`src/rtl/serial_subtractor_pkg.sv`:
```
// Shared definitions for the bit-serial subtractor: FSM state encoding
// and the default operand width.
package serial_subtractor_pkg;

   localparam int DEFAULT_WIDTH = 8;

   typedef enum logic [1:0] {
      ST_IDLE  = 2'd0,
      ST_SHIFT = 2'd1,
      ST_DONE  = 2'd2
   } state_t;

endpackage : serial_subtractor_pkg

```
`src/rtl/serial_subtractor_if.sv`:
```
// Request/result bundle for the serial subtractor. The controller side
// (master) issues start with operands; the subtractor side (slave)
// reports busy/done and the held result.
interface serial_subtractor_if
   import serial_subtractor_pkg::*;
#(
   parameter int WIDTH = DEFAULT_WIDTH
) ();

   logic             start;
   logic [WIDTH-1:0] a;
   logic [WIDTH-1:0] b;
   logic             bin;
   logic             busy;
   logic             done;
   logic [WIDTH-1:0] diff;
   logic             bout;

   modport master (
      output start, a, b, bin,
      input  busy, done, diff, bout
   );

   modport slave (
      input  start, a, b, bin,
      output busy, done, diff, bout
   );

endinterface : serial_subtractor_if

```
`src/rtl/serial_subtractor_full_subtractor.sv`:
```
// Combinational 1-bit full-subtractor cell: d = x - y - bin with borrow-out.
module full_subtractor (
   input  logic x,
   input  logic y,
   input  logic bin,
   output logic d,
   output logic bout
);

   // Difference bit and borrow generated when x < y + bin
   always_comb begin
      d    = x ^ y ^ bin;
      bout = (~x & y) | (~(x ^ y) & bin);
   end

endmodule : full_subtractor

```
`src/rtl/serial_subtractor.sv`:
```
// Bit-serial subtractor: diff = a - b - bin, one bit per clock, LSB first,
// through a single full-subtractor cell and a borrow flip-flop. The result
// is held on diff/bout from done until the next accepted start.
module serial_subtractor
   import serial_subtractor_pkg::*;
#(
   parameter int WIDTH = DEFAULT_WIDTH
) (
   input  logic               clk,
   input  logic               rst,
   serial_subtractor_if.slave bus
);

   localparam int CNT_W = (WIDTH > 1) ? $clog2(WIDTH) : 1;

   state_t           state;
   state_t           state_nxt;
   logic [WIDTH-1:0] a_sr;
   logic [WIDTH-1:0] b_sr;
   logic [WIDTH-1:0] res_sr;
   logic [WIDTH-1:0] diff_q;
   logic             bout_q;
   logic             borrow;
   logic [CNT_W-1:0] cnt;
   logic             accept;
   logic             last_bit;
   logic             cell_d;
   logic             cell_bo;

   // Start is honoured in IDLE and in the DONE cycle (back-to-back), never mid-shift
   assign accept   = bus.start && (state != ST_SHIFT);
   assign last_bit = (state == ST_SHIFT) && (cnt == CNT_W'(WIDTH - 1));

   full_subtractor u_cell (
      .x    (a_sr[0]),
      .y    (b_sr[0]),
      .bin  (borrow),
      .d    (cell_d),
      .bout (cell_bo)
   );

   // State register
   always_ff @(posedge clk) begin
      if (rst) state <= ST_IDLE;
      else     state <= state_nxt;
   end

   // Next-state logic
   always_comb begin
      state_nxt = state;
      unique case (state)
         ST_IDLE:  if (accept) state_nxt = ST_SHIFT;
         ST_SHIFT: if (last_bit) state_nxt = ST_DONE;
         ST_DONE:  state_nxt = accept ? ST_SHIFT : ST_IDLE;
         default:  state_nxt = ST_IDLE;
      endcase
   end

   // Operand/result shift registers, borrow FF, bit counter and held outputs
   always_ff @(posedge clk) begin
      if (rst) begin
         a_sr   <= '0;
         b_sr   <= '0;
         res_sr <= '0;
         borrow <= 1'b0;
         cnt    <= '0;
         diff_q <= '0;
         bout_q <= 1'b0;
      end else if (accept) begin
         a_sr   <= bus.a;
         b_sr   <= bus.b;
         borrow <= bus.bin;
         cnt    <= '0;
      end else if (state == ST_SHIFT) begin
         a_sr   <= {1'b0, a_sr[WIDTH-1:1]};
         b_sr   <= {1'b0, b_sr[WIDTH-1:1]};
         res_sr <= {cell_d, res_sr[WIDTH-1:1]};
         borrow <= cell_bo;
         cnt    <= cnt + CNT_W'(1);
         if (last_bit) begin
            diff_q <= {cell_d, res_sr[WIDTH-1:1]};
            bout_q <= cell_bo;
         end
      end
   end

   assign bus.busy = (state == ST_SHIFT);
   assign bus.done = (state == ST_DONE);
   assign bus.diff = diff_q;
   assign bus.bout = bout_q;

endmodule : serial_subtractor
```
`src/flat_wrapper.sv`:
```
// flat-port wrapper written by rule: the top's interface ports become plain ports
module serial_subtractor_flat import serial_subtractor_pkg::*;
#(
   parameter int WIDTH = DEFAULT_WIDTH
)
  (clk, rst, bus_start, bus_a, bus_b, bus_bin, bus_busy, bus_done, bus_diff, bus_bout);
  serial_subtractor_if #(.WIDTH(WIDTH)) bus_i ();
  input  logic clk;
  input  logic rst;
  input wire logic [$bits(bus_i.start)-1:0] bus_start;
  input wire logic [$bits(bus_i.a)-1:0] bus_a;
  input wire logic [$bits(bus_i.b)-1:0] bus_b;
  input wire logic [$bits(bus_i.bin)-1:0] bus_bin;
  output wire logic [$bits(bus_i.busy)-1:0] bus_busy;
  output wire logic [$bits(bus_i.done)-1:0] bus_done;
  output wire logic [$bits(bus_i.diff)-1:0] bus_diff;
  output wire logic [$bits(bus_i.bout)-1:0] bus_bout;
  assign bus_i.start = bus_start;
  assign bus_i.a = bus_a;
  assign bus_i.b = bus_b;
  assign bus_i.bin = bus_bin;
  assign bus_busy = bus_i.busy;
  assign bus_done = bus_i.done;
  assign bus_diff = bus_i.diff;
  assign bus_bout = bus_i.bout;
  serial_subtractor #(.WIDTH(WIDTH)) u_core (.clk(clk), .rst(rst), .bus(bus_i));
endmodule
```
`config.mk`:
```
export PLATFORM = sky130hd
export DESIGN_NAME = serial_subtractor_flat
export DESIGN_NICKNAME = d
export VERILOG_FILES = /design/src/rtl/serial_subtractor_pkg.sv /design/src/rtl/serial_subtractor_if.sv /design/src/rtl/serial_subtractor_full_subtractor.sv /design/src/rtl/serial_subtractor.sv /design/src/flat_wrapper.sv
export SDC_FILE = /design/constraint.sdc
export NUM_CORES = 1
export LEC_CHECK = 0
export CAP_MARGIN = 15
export CELL_PAD_IN_SITES_DETAIL_PLACEMENT = 0
export CELL_PAD_IN_SITES_GLOBAL_PLACEMENT = 1
export CORE_MARGIN = 2
export CORE_UTILIZATION = 37
export DETAILED_ROUTE_END_ITERATION = 7
export MAX_ROUTING_LAYER = met4
export PLACE_DENSITY = 0.79
export RECOVER_POWER = 25
export SYNTH_ARGS = -nofsm -noshare
export SYNTH_HDL_FRONTEND = slang
export SYNTH_SLANG_ARGS = --single-unit
```
`constraint.sdc`:
```
create_clock -name clk -period 1.6 [get_ports clk]
set_input_delay 0.16 -clock clk [delete_from_list [all_inputs] [get_ports clk]]
set_output_delay 0.16 -clock clk [all_outputs]
set_load 0.1 [all_outputs]
```
==> flow_metrics.py, run 1 <==
metrics = {
    "synth": {
        "netlist_area_mm2": 0.00155,
        "syn_area_per_cell_um2": 9.09,
        "syn_nets": 193,
        "yosysWarningCount": 0,
        "yosysSeqAreaShare_pct": 49.2,
        "ys_types": 23,
        "synth_seq_cells": 38,
        "synth_cells": 170,
    },
    "grt": {
        "grt_pass1_wl_um": 4910,
        "grt_use_met1_pct": 17.5,
        "grt.busiest_layer": "met2",
        "use_met3_pct": 4.06,
        "grt_max_degree": 39,
        "gr-total-overflow": 0,
        "grt_pass1_vias": 1132,
        "grt.total_usage_pct": 14.8,
        "met2_usage_pct": 22.2,
        "antenna_found_initial": 0,
    },
    "finish": {
        "diodes": 0,
        "final_nets": 221,
        "final_common_cell": "dfxtp_1",
        "area_delta_synth_final_pct": 26.6,
        "drive_gt1_share_pct": 12.6,
        "final_cells": 249,
        "fillCellCount": 379,
        "final_cell_mix": "dfxtp_1 (38), nand2_1 (33), clkdlybuf4s50_1 (19), a21oi_1 (18), nor2_1 (17)",
        "final_area_mm2": 0.00196,
    },
    "cts": {
        "cts.sinks": 38,
        "cts.hold.buffers_added": 0,
        "cts_buffer_depth": 2,
        "postCtsSetupRepairBufs": 0,
        "clockRootBuffer": "clkbuf_8",
        "ctsResizeCount": 0,
        "clk_pin_slew_ps": 70,
        "worstSkewPairLatency_ps": 290,
        "htree_levels": 2,
        "cts_tree": "yes",
        "cts-buffers-inserted": 5,
    },
    "timing": {
        "min_period_ps": 1460,
        "clock_skew_ps": 3.13,
        "fin_crit_sh_pct": 91.2,
        "hold_viol": 0,
        "timing.fmax_mhz": 685,
        "setup_violations": 0,
        "tns_ps": 0,
        "slew_headroom_pct": 63.8,
        "maxSlewViolCount": 0,
        "rsz0062_at_grt": "no",
        "tightestPinTransition_ps": 545,
    },
    "setup_path": {
        "worstPathArrival_ps": 1300,
        "crit_path_start_kind": "flip-flop",
        "cp-end-kind": "primary output",
        "slowest_stage": "dfxtp_1",
        "crit_path_max_incr_delay_ps": 400,
        "path_max_fanout": 14,
        "crit_path_cell_trace": "nand2b_1, inv_2, buf_12",
        "required_ps": 1440,
        "path_class": "reg -> out",
    },
    "pwr": {
        "p_per_area_mw_per_mm2": 991,
        "swShare_pct": 24.4,
        "ir_worst_vdd_mv": 0.638,
        "p_int_mw": 1.47,
        "p_clk_share_pct": 34.2,
        "power.share.sequential_pct": 52.6,
        "p_comb_share_pct": 13.2,
        "p_sw_uw": 473,
        "p_leak_nw": 0.779,
    },
    "placed_design": {
        "portBuffers": 30,
        "post_dp_cell_area_mm2": 0.00200,
        "globalplace.congestion": 0.735,
        "dpl.hpwl_um": 2030,
        "dp_cells": 241,
    },
    "worst_hold_path": {
        "min_path_type": "in -> reg",
    },
    "route": {
        "post-route-drc-count": 0,
        "drt_first_iter_violations": 34,
        "wirelength_um": 2900,
        "post_drt_wl_per_cell_um": 11.7,
        "ant_nets": 0,
        "viasPerCell": 4.95,
        "vias": 1232,
        "drt_pre_antenna_iters": 4,
    },
    "floorplanning": {
        "die_y_um": 68.6,
        "start_util_pct": 38.6,
        "core_area_mm2": 0.00400,
        "die_x_um": 68.6,
        "die-area_mm2": 0.00471,
        "io_pins": 31,
        "core.rowCount": 23,
    },
    "outcome": {
        "status": "complete, no violations",
    },
    "job": {
        "maxCapViolCount": 0,
    },
}
## state kept, by name, indices dropped and copies added, names as in the netlist
signal           flops
u_core.a_sr          8
u_core.b_sr          8
u_core.borrow        1
u_core.bus.bout      1
u_core.bus.diff      8
u_core.cnt           3
u_core.res_sr        7
u_core.state         2
## worst paths after layout
path / slack (ps) / depth (start not counted) / end / start
setup / recovery: 140 / 3 / bus_busy / u_core.state[0]$_SDFFE_PP0P_
hold / removal: 440 / 3 / u_core.borrow$_SDFFE_PP0P_ / bus_bin
setup reg to reg: 170 / 5 / u_core.bus.bout$_SDFFE_PP0P_ / u_core.cnt[0]$_SDFFE_PP0N_
hold reg to reg: 450 / 2 / u_core.bus.diff[2]$_SDFFE_PP0P_ / u_core.bus.diff[2]$_SDFFE_PP0P_
## per-layer routing
layer	part of all wire, %	wire (um)
met5	0	0
met4	2.3	68
met3	6.1	178
met2	45	1300
met1	47	1350
## cell usage after synthesis
cell,number,area share [%]
nor3_1,2,0.65
nand2b_1,2,0.81
buf_1,2,0.49
inv_1,3,0.73
buf_4,3,1.5
buf_6,1,0.73
buf_2,6,1.9
fa_1,1,1.3
a21oi_1,18,5.8
and3b_1,1,0.57
nand2_1,33,8.0
ha_1,2,1.6
o21a_1,1,0.49
a2bb2oi_1,1,0.57
inv_2,1,0.24
nor2_1,17,4.1
nand3b_1,4,1.9
nor2b_1,1,0.41
a211oi_1,15,7.3
clkbuf_1,1,0.24
a221oi_2,1,0.97
dfxtp_1,38,49
mux2i_1,16,10
## metrics by stage
stage	util, %	hold slack [ps]	total power [mW]	setup slack, ps
2_1_floorplan	-	321	1.21	276
3_3_place_gp	50.0	452	1.29	288
3_5_place_dp	50.0	457	1.30	178
4_1_cts	52.3	430	1.96	138
5_1_grt	48.9	446	2.03	26.6
6_report	48.9	438	1.94	141
## kinds of logic after synthesis
logic type / after synthesis / synth area share (%)
simple gates: 60 / 16.5
mux: 16 / 10.4
fa+ha+maj: 3 / 2.91
flops: 38 / 49.2
compound gates: 36 / 15.1
buf+inv: 17 / 5.83
## worst max-delay path, delay by kind of cell, from the launching register on
family                 cells  cell delay (ps)
and+or+nand+nor            1              130
DFF                        1              400
buffers and inverters      2              480
## cell type report
type | count | area [um^2] | area share (%)
well taps | 50 | 62.6 | 3.20
clock inverters | 1 | 5.00 | 0.256
flip-flops and latches | 38 | 761 | 38.9
inverters | 4 | 15.0 | 0.767
multi-input cells | 115 | 697 | 35.6
repair buffers | 34 | 330 | 16.9
clock buffers | 7 | 86.3 | 4.41
## power by group through the flow
stage	Sequential, mW	Combinational [mW]	Clock, mW
floorplan	1.03	0.172	0
global placement	1.04	0.249	0
detailed placement	1.04	0.256	0
CTS	1.02	0.256	0.680
global route	1.03	0.283	0.724
finish	1.02	0.255	0.664
Note: power is estimated with default switching activity, not from simulation.
==> inputs of run 2 (changes only) <==
Settings changed: CORE_UTILIZATION 37 to 45, DONT_BUFFER_PORTS from default to 1, PLACE_DENSITY 0.79 to 0.77.
==> run 2 against run 1 <==
  * Critical path depth is the same
  * Clock power decreased by 9.5%
  * Non-clock buffer count down 17
  * Sequential cell count stayed put
  * Design area fell by 10%
  * Wire length is 2.7% lower
  * Critical path type unchanged
  * Clock skew about the same
  * Combinational power is 22% lower
==> flow_metrics.py, run 2 (synthesis results as in run 1) <==
metrics = {
    "cts": {
        "worstSkewPairLatency_ps": 340,
        "cts_buffer_depth": 2,
        "clockRootBuffer": "clkbuf_4",
        "cts-buffers-inserted": 5,
        "htree_levels": 2,
        "clk_pin_slew_ps": 110,
        "cts_tree": "yes",
        "cts.sinks": 38,
        "postCtsSetupRepairBufs": 0,
    },
    "route": {
        "wl_met2_um": 1330,
        "post-route-drc-count": 0,
        "ant_nets": 0,
        "wirelength_um": 2820,
        "wl_met1_um": 1300,
        "post_drt_wl_per_cell_um": 12.4,
        "drt_pre_antenna_iters": 4,
        "viasPerCell": 5.14,
        "drt_first_iter_violations": 46,
        "vias": 1171,
        "routed.top_layer": "met4",
        "wl_met3_um": 147,
    },
    "setup_path": {
        "cp-end-kind": "primary output",
        "reg2reg_slack_ps": 210,
        "required_ps": 1440,
        "startpoint": "u_core.state[0]$_SDFFE_PP0P_",
        "crit-reg2reg-launch": "u_core.cnt[0]$_SDFFE_PP0N_",
        "crit_path_start_kind": "flip-flop",
        "endpoint": "bus_busy",
        "worstPathArrival_ps": 1320,
        "rr_endpoint": "u_core.bus.bout$_SDFFE_PP0P_",
        "worst_r2r_path_depth": 5,
        "path_max_fanout": 14,
        "path_class": "reg -> out",
    },
    "grt": {
        "antenna_found_initial": 0,
        "grt_pass1_wl_um": 5060,
        "grt_pass1_vias": 1135,
        "grt_max_degree": 39,
        "grt.total_usage_pct": 16.6,
        "gr-total-overflow": 0,
    },
    "timing": {
        "tns_ps": 0,
        "clock_skew_ps": 3.45,
        "maxSlewViolCount": 0,
        "timing.fmax_mhz": 677,
        "tightestPinTransition_ps": 539,
        "rsz0062_at_grt": "no",
        "setup_violations": 0,
        "slew_headroom_pct": 64.2,
        "hold_viol": 0,
        "min_period_ps": 1480,
        "hold-worst-slack_ps": 15.0,
        "fin_crit_sh_pct": 92.3,
    },
    "finish": {
        "final_nets": 204,
        "final_cell_mix": "dfxtp_1 (38), nand2_1 (33), a21oi_1 (18), nor2_1 (17), mux2i_1 (16)",
        "drive_gt1_share_pct": 13.7,
        "diodes": 0,
        "final_cells": 228,
        "final_util_pct": 53.0,
        "final_common_cell": "dfxtp_1",
        "area_delta_synth_final_pct": 13.6,
    },
    "worst_hold_path": {
        "min_path_type": "in -> reg",
        "min_path_cells": 2,
    },
    "floorplanning": {
        "die_y_um": 62.6,
        "core_area_mm2": 0.00331,
        "io_pins": 31,
        "start_util_pct": 46.7,
        "die_x_um": 62.6,
        "die-area_mm2": 0.00392,
        "core.rowCount": 21,
    },
    "outcome": {
        "status": "complete, no violations",
    },
    "placed_design": {
        "dpl.hpwl_um": 1930,
        "globalplace.congestion": 0.702,
        "portBuffers": 0,
        "dp_cells": 217,
    },
    "job": {
        "maxCapViolCount": 0,
    },
    "pwr": {
        "p_total_mw": 1.82,
        "ir_worst_vdd_mv": 0.550,
        "p_per_area_mw_per_mm2": 1040,
        "p_leak_nw": 0.702,
    },
}
-- run 2: critical path: stages, from the launching register on --
cell and delay, ps:
dfxtp_1 420, nand2b_1 160, inv_4 190, buf_12 200
-- run 2: routing by layer --
layer  GRT usage, %  vias to the layer above
met3           5.41                        5
li1               -                      604
met4           6.67                        0
met2           25.4                       26
met1           20.3                      536
met5              -                        -
-- run 2: final cells by class --
class | instances | area [um^2]
fill | 345 | 1560
timing repair buffer | 17 | 144
sequential | 38 | 761
tap | 46 | 57.6
multi-input combinational | 115 | 697
inverter | 4 | 17.5
clock buffer | 8 | 78.8
-- run 2: metrics by stage --
step / worst slack (ps) / area [um^2]
after floorplan: 276 / 1550
after global placement: 257 / 1650
after detailed placement: 212 / 1650
after CTS: 35.9 / 1770
after global routing: 6.79 / 1760
final: 123 / 1760
-- run 2: worst min path at each step --
stage / end / start / slack, ps
5_1_grt: u_core.cnt[1]$_SDFFE_PP0N_ / bus_start / 0.5
4_1_cts: u_core.cnt[1]$_SDFFE_PP0N_ / bus_start / 1
3_3_place_gp: u_core.borrow$_SDFFE_PP0P_ / rst / 230
3_5_place_dp: u_core.borrow$_SDFFE_PP0P_ / rst / 230
2_1_floorplan: u_core.borrow$_SDFFE_PP0P_ / bus_bin / 320
6_report: u_core.cnt[1]$_SDFFE_PP0N_ / bus_start / 10
-- run 2: report_power, final --
group	total, mW	switching, mW	internal, mW
logic	0.200	0.112	0.0877
registers	1.02	0.0286	0.993
clock network	0.601	0.301	0.300
total	1.82	0.442	1.38
-- run 2: timing repair --
action,in CTS,in global routing
resized for setup,0,1
hold buffers,3,0
hold endpoints to repair,38,0
endpoints found under the setup margin,0,1
